[config.mk]
export PLATFORM = sky130hd
export DESIGN_NAME = imem_loader
export DESIGN_NICKNAME = d
export VERILOG_FILES = /design/src/rtl/imem_loader.sv
export SDC_FILE = /design/constraint.sdc
export NUM_CORES = 1
export LEC_CHECK = 0
export BUFFER_PORTS_ARGS = -buffer_cell sky130_fd_sc_hd__buf_2
export CAP_MARGIN = 20
export CORE_ASPECT_RATIO = 0.8
export CORE_MARGIN = 5
export CORE_UTILIZATION = 31
export DETAILED_ROUTE_END_ITERATION = 8
export PLACE_DENSITY = 0.47
export SLEW_MARGIN = 0
export SYNTH_ARGS = -nofsm -noshare
export SYNTH_HDL_FRONTEND = slang
export SYNTH_SLANG_ARGS = --single-unit
[constraint.sdc]
create_clock -name clk -period 2.1 [get_ports clk]
set_input_delay 0.21 -clock clk [delete_from_list [all_inputs] [get_ports clk]]
set_output_delay 0.21 -clock clk [all_outputs]
set_load 0.03 [all_outputs]
[src/rtl/imem_loader.sv]
// Instruction-memory loader: turns a length-prefixed byte stream into 32-bit RAM writes
// and holds the core in reset until the new program is fully written.
module imem_loader #(
  parameter int          DEPTH     = 1024,
  parameter logic [31:0] BASE_ADDR = 32'h0000_0000
) (
  input  logic        clk,
  input  logic        rst,
  input  logic        start,
  input  logic        in_valid,
  input  logic [7:0]  in_byte,
  output logic        in_ready,
  output logic        mem_we,
  output logic [31:0] mem_addr,
  output logic [31:0] mem_wdata,
  output logic        cpu_hold,
  output logic        done,
  output logic        load_err
);

  typedef enum logic [2:0] {
    S_IDLE,
    S_LEN_HI,
    S_LEN_LO,
    S_DATA,
    S_WRITE,
    S_DONE,
    S_ERR
  } state_t;

  state_t      r_state;
  state_t      w_next;

  logic [15:0] r_len;
  logic [15:0] r_word_cnt;
  logic [1:0]  r_byte_cnt;
  logic [23:0] r_asm;
  logic [31:0] r_addr;
  logic [31:0] r_mem_addr;
  logic [31:0] r_mem_wdata;

  logic        w_xfer;
  logic        w_start_ok;
  logic [15:0] w_len_full;
  logic        w_len_zero;
  logic        w_len_over;
  logic        w_last_word;

  assign w_xfer      = in_valid && in_ready;
  assign w_start_ok  = start && ((r_state == S_IDLE) || (r_state == S_ERR));
  assign w_len_full  = {r_len[15:8], in_byte};
  assign w_len_zero  = (w_len_full == 16'd0);
  assign w_len_over  = ({16'd0, w_len_full} > 32'(DEPTH));
  assign w_last_word = ((r_word_cnt + 16'd1) == r_len);

  assign mem_addr  = r_mem_addr;
  assign mem_wdata = r_mem_wdata;

  always_ff @(posedge clk) begin
    if (rst) r_state <= S_IDLE;
    else     r_state <= w_next;
  end

  always_comb begin
    w_next   = r_state;
    in_ready = 1'b0;
    mem_we   = 1'b0;
    cpu_hold = 1'b0;
    done     = 1'b0;
    load_err = 1'b0;
    case (r_state)
      S_IDLE: begin
        if (start) w_next = S_LEN_HI;
      end
      S_LEN_HI: begin
        in_ready = 1'b1;
        cpu_hold = 1'b1;
        if (in_valid) w_next = S_LEN_LO;
      end
      S_LEN_LO: begin
        in_ready = 1'b1;
        cpu_hold = 1'b1;
        if (in_valid) begin
          if (w_len_zero)      w_next = S_DONE;
          else if (w_len_over) w_next = S_ERR;
          else                 w_next = S_DATA;
        end
      end
      S_DATA: begin
        in_ready = 1'b1;
        cpu_hold = 1'b1;
        if (in_valid && (r_byte_cnt == 2'd3)) w_next = S_WRITE;
      end
      S_WRITE: begin
        mem_we   = 1'b1;
        cpu_hold = 1'b1;
        w_next   = w_last_word ? S_DONE : S_DATA;
      end
      S_DONE: begin
        done     = 1'b1;
        cpu_hold = 1'b1;
        w_next   = S_IDLE;
      end
      S_ERR: begin
        load_err = 1'b1;
        if (start) w_next = S_LEN_HI;
      end
      default: w_next = S_IDLE;
    endcase
  end

  // Datapath: length capture, word assembly, write address/data staging.
  always_ff @(posedge clk) begin
    if (rst) begin
      r_len       <= 16'd0;
      r_word_cnt  <= 16'd0;
      r_byte_cnt  <= 2'd0;
      r_asm       <= 24'd0;
      r_addr      <= BASE_ADDR;
      r_mem_addr  <= 32'd0;
      r_mem_wdata <= 32'd0;
    end else begin
      if (w_start_ok) begin
        r_addr     <= BASE_ADDR;
        r_word_cnt <= 16'd0;
        r_byte_cnt <= 2'd0;
      end
      if ((r_state == S_LEN_HI) && w_xfer) r_len[15:8] <= in_byte;
      if ((r_state == S_LEN_LO) && w_xfer) r_len[7:0]  <= in_byte;
      if ((r_state == S_DATA) && w_xfer) begin
        r_asm      <= {r_asm[15:0], in_byte};
        r_byte_cnt <= r_byte_cnt + 2'd1;
        // Stage the word on the 4th byte so it is on the bus during WRITE.
        if (r_byte_cnt == 2'd3) begin
          r_mem_addr  <= r_addr;
          r_mem_wdata <= {r_asm, in_byte};
        end
      end
      if (r_state == S_WRITE) begin
        r_addr     <= r_addr + 32'd4;
        r_word_cnt <= r_word_cnt + 16'd1;
      end
    end
  end

endmodule

# [Word-level counts from Yosys, hierarchy flattened]
# Index checks and enable logic that the tools add are counted.
[totals] reg_bits=157 out_inout_bits=69 in_bits=12 wordCells=60
[classes] magnitude_cmp=1 eq_ne=12 n_mux=19 n_addsub=3 reduce_logical=16
[op_table] cell="$mux W32" count=2
[op_table] cell="$add A32 B3 Y32 const B" count=1
[op_table] cell="$mux W16" count=2
[op_table] cell="$mux W3" count=7
[op_table] cell="$add A16 B1 Y16 const B" count=1
[op_table] cell="$eq A16 B16 Y1" count=1
[op_table] cell="$gt A16 B11 Y1 const B" count=1
[op_table] cell="$logic_not A16 Y1" count=1
[op_table] cell="$pmux W3 S5" count=1
[op_table] cell="$eq A3 B3 Y1 const B" count=3
[op_table] cell="$eq A3 B2 Y1 const B" count=2
[op_table] cell="$logic_and A1 B1 Y1" count=6
[op_table] cell="$ne A2 B2 Y1 const B" count=3
[op_table] cell="$mux W1" count=5
[op_table] cell="$reduce_or A5 Y1" count=1
[op_table] cell="$mux W2" count=2
[op_table] cell="$reduce_and A4 Y1" count=1
[op_table] cell="$reduce_bool A2 Y1" count=2
[op_table] cell="$eq A3 B1 Y1 const B" count=1
[op_table] cell="$logic_not A3 Y1" count=1
[op_table] cell="$reduce_or A3 Y1" count=1
[op_table] cell="$add A2 B1 Y2 const B" count=1
[op_table] cell="$eq A2 B2 Y1 const B" count=1
[op_table] cell="$ne A2 B1 Y1 const B" count=1
[op_table] cell="3 further kinds" count=3

# [Logic depth before layout (Yosys ltp)]
[depth] ltp_word=6 mapped_depth=9 ltp_nobuf=8

# [Worst setup path after synthesis]
# No wires, ideal clock.
[synth_path] path_type="register to register" from="reg r_addr[16]" to="reg r_addr[31]" required_time_ps=2030 setup_ps=70 path_slack_ps=-203 stages_incl_launch_ff=8 path_buffers=1 period_less_slack_ps=2303 t_arrival_ps=2233 cell_sequence="dfxtp_1 nand4_1 or2_1 or4_1 or4_1 buf_2 or3_1 a21oi_1"
[synth_via] elab_chain_len=2
[synth_lines] item="start, declared" line="38" rtl="logic [31:0] r_addr;"
[synth_lines] item="start signal, assigned" line="140" rtl="r_addr <= r_addr + 32'd4;"
[synth_lines] item="$add A32 B3 Y32" line="140"
[synth_lines] item="$mux W32" line="139" rtl="if (r_state == S_WRITE) begin"
# No other way between the ends.
# A chain may end at the register's enable or synchronous reset.

# [Worst setup path in the final report]
# Ends and elaborated chain as after synthesis.

==> impl_metrics.json <==
{
  "status": "complete, but fails checks",
  "violations": "setup timing",
  "setup_violations": 4,
  "critPathTopFamily": "simple AND/OR/NAND/NOR gates",
  "root_buffer": "clkbuf_16",
  "io_buffers": 78,
  "irDropWorstVdd_uv": 467.3,
  "coreArea_um2": 20760,
  "dp.cells": 1244,
  "track_usage_pct": 15.87,
  "p_total_mw": 6.786,
  "wl_met1_mm": 9.850,
  "drv_slew": 0,
  "ys_ff_latch": 153,
  "route.detailed.drc": 0,
  "route.met3.wl_um": 721,
  "post-route-util_pct": 41.43,
  "wl_per_cell_um": 14.76,
  "top_layer": "met4",
  "clock-sinks": 153,
  "grt_max_degree": 63,
  "die_w_um": 172.4,
  "worst_hold_slack_ps": 78.14,
  "cts_tree": "done",
  "hpwl_mm": 13.20,
  "power.density_nw_per_um2": 789.0,
  "ys_top_cells_by_area": "dfxtp_1 (47%), nand2_1 (14%), a21oi_1 (11%), nor2_1 (3.2%), clkbuf_1 (2.8%)",
  "drt_first_pass_iters": 5,
  "clock_skew_ps": 6.744,
  "slew_headroom_pct": 59.73,
  "routabilityCongestion": 0.8588,
  "hold_buffers": 0,
  "fmaxAchievable_ghz": 0.4606,
  "final_layout_size_suffix_gt1_share_pct": 25.27,
  "fin_crit_ps": 2171,
  "yosysMostFrequentCell": "nand2_1",
  "rsz0062_at_grt": "yes",
  "vias": 6195,
  "grt_pass1_vias": 5881,
  "clkTransAtPathRegs_ps": 60,
  "synthesis.area_um2": 6544,
  "ios": 81,
  "hold_path_class": "in -> reg",
  "fp.dieArea_um2": 24130,
  "rows": 47,
  "vias_per_cell": 4.847,
  "htree_levels": 4,
  "fillCellCount": 2199,
  "clock_latency_ps": 420,
  "fin_cells": 1278,
  "period_share_pct": 103.4,
  "grt_pass1_wl_mm": 31.06,
  "cap_violations": 0,
  "cp.arrival_ps": 2530,
  "nets": 1012,
  "drt_wl_total_mm": 18.86,
  "area_delta_synth_final_pct": 31.43,
  "synth_cells": 867,
  "worstMarginPinSlew_ps": 603.4,
  "syn_area_per_cell_um2": 7.548,
  "diodes": 0,
  "worstSetupEndpointType": "flop",
  "synthArstFlopShare_pct": 0,
  "routed-wl-met2_mm": 8.165,
  "drt_iter0_markers": 368,
  "antenna_found_initial": 0,
  "synth_common_cells": "nand2_1 (250), dfxtp_1 (153), a21oi_1 (138), nor2_1 (56), clkbuf_1 (49)",
  "synth_cell_types": 50,
  "final_hold_viol_count": 0,
  "leakage_nw": 3.253,
  "crit_fanout": 8,
  "ant_nets": 0,
  "path_class": "reg -> reg",
  "die_y_um": 140.0,
  "yosysWarnings": 0,
  "synth_seq_area_share_pct": 46.81,
  "path_buf_inv": 0,
  "synth_edf_count": 0,
  "cts_made_buffers": 17,
  "timing.final.ws_setup_ps": -70.97,
  "setup.worst_path.start_class": "flop",
  "synth_top_area_cell": "dfxtp_1",
  "worst_path_max_delay_cell": "or4_4",
  "critical_path_required_ps": 2450,
  "clockBufferDepth": 2,
  "initial_core_util_pct": 31.52,
  "synth_flop_cell": "dfxtp_1",
  "setup_tns_ps": -156.4,
  "grt_overflow_total": 0,
  "synth_top_area_share_pct": 46.81,
  "path_cells": "nand4_1 -> or2_1 -> or4_1 -> or4_4 -> or3_1 -> a21oi_2",
  "critPathMaxStageDelay_ps": 490
}
area by class of cell:
class	instances	area, µm²	share of cell area, %
multi-input cells	648	3416	39.71
flip-flops and latches	153	3079	35.80
repair buffers	167	1130	13.14
clock buffers	21	460.4	5.354
well taps	269	336.6	3.913
clock inverters	10	141.4	1.644
inverters	10	37.54	0.4364
flip-flops by register name (all words and copies together), names as in the netlist:
signal and count:
mem_addr 30, mem_wdata 32, r_addr 30, r_asm 24, r_byte_cnt 2, r_len 16
r_state 3, r_word_cnt 16
metrics by stage:
stage	worst slack [ps]	instance area (µm²)
global placement	-196.3	7789
finish	-70.97	8601
global route	-116.5	8601
floorplan	-51.59	6591
detailed placement	-273.4	7789
CTS	-22.33	8484
where the power goes:
group	leakage, nW	internal (mW)	switching, mW	total (mW)
Sequential	1.24	2.94	0.0360	2.97
Combinational	1.72	0.216	0.433	0.649
Clock	0.290	1.93	1.23	3.16
kinds of logic (layout without fill, tap and decap cells):
family,after synthesis,count (layout),synth area share [%]
other cells,1,2,0.05731
mux,8,8,1.358
flops,153,153,46.81
compound gates,197,197,16.75
buf+inv,67,208,3.996
fa+ha+maj,3,3,0.5737
simple gates,416,416,27.51
xor+xnor,22,22,2.945
timing repair:
action | in CTS | in global routing
pin swaps | 9 | 9
endpoints found under the setup margin | 6 | 18
setup buffers | 1 | 2
resized for setup | 21 | 25
gates cloned | 0 | 0
metal layers:
| layer | vias up | track usage [%] |
|---|---|---|
| li1 | 3221 | - |
| met4 | 0 | 3.309 |
| met2 | 97 | 23.34 |
| met5 | - | 0 |
| met3 | 10 | 4.028 |
| met1 | 2867 | 23.45 |
tightest hold or removal path: cells and delay by family:
family,cells,cell delay [ps]
buf+inv,1,140
compound gates,1,50
simple gates,1,60
cells in the final DEF (no fill, tap or decap), types with 8 or more instances in the layout:
master,n
nor2_1,52
a21oi_1,135
clkbuf_16,17
xor2_1,8
buf_4,81
inv_1,9
nand4_1,10
nand2_1,249
dfxtp_1,140
nor3_1,14
o21ai_0,23
or3_1,11
xnor2_1,14
nand3_1,24
dfxtp_2,13
buf_2,77
worst paths after layout:
check / slack, ps / end / cells past startpoint / from
hold / removal: 80 / r_asm[2] / 3 / in_byte[2]
hold reg to reg: 450 / mem_addr[24] / 2 / mem_addr[24]
setup reg to reg: -70 / r_addr[31] / 6 / r_addr[16]
setup / recovery: -70 / r_addr[31] / 6 / r_addr[16]
No activity file was read; power rests on OpenSTA's default activity.
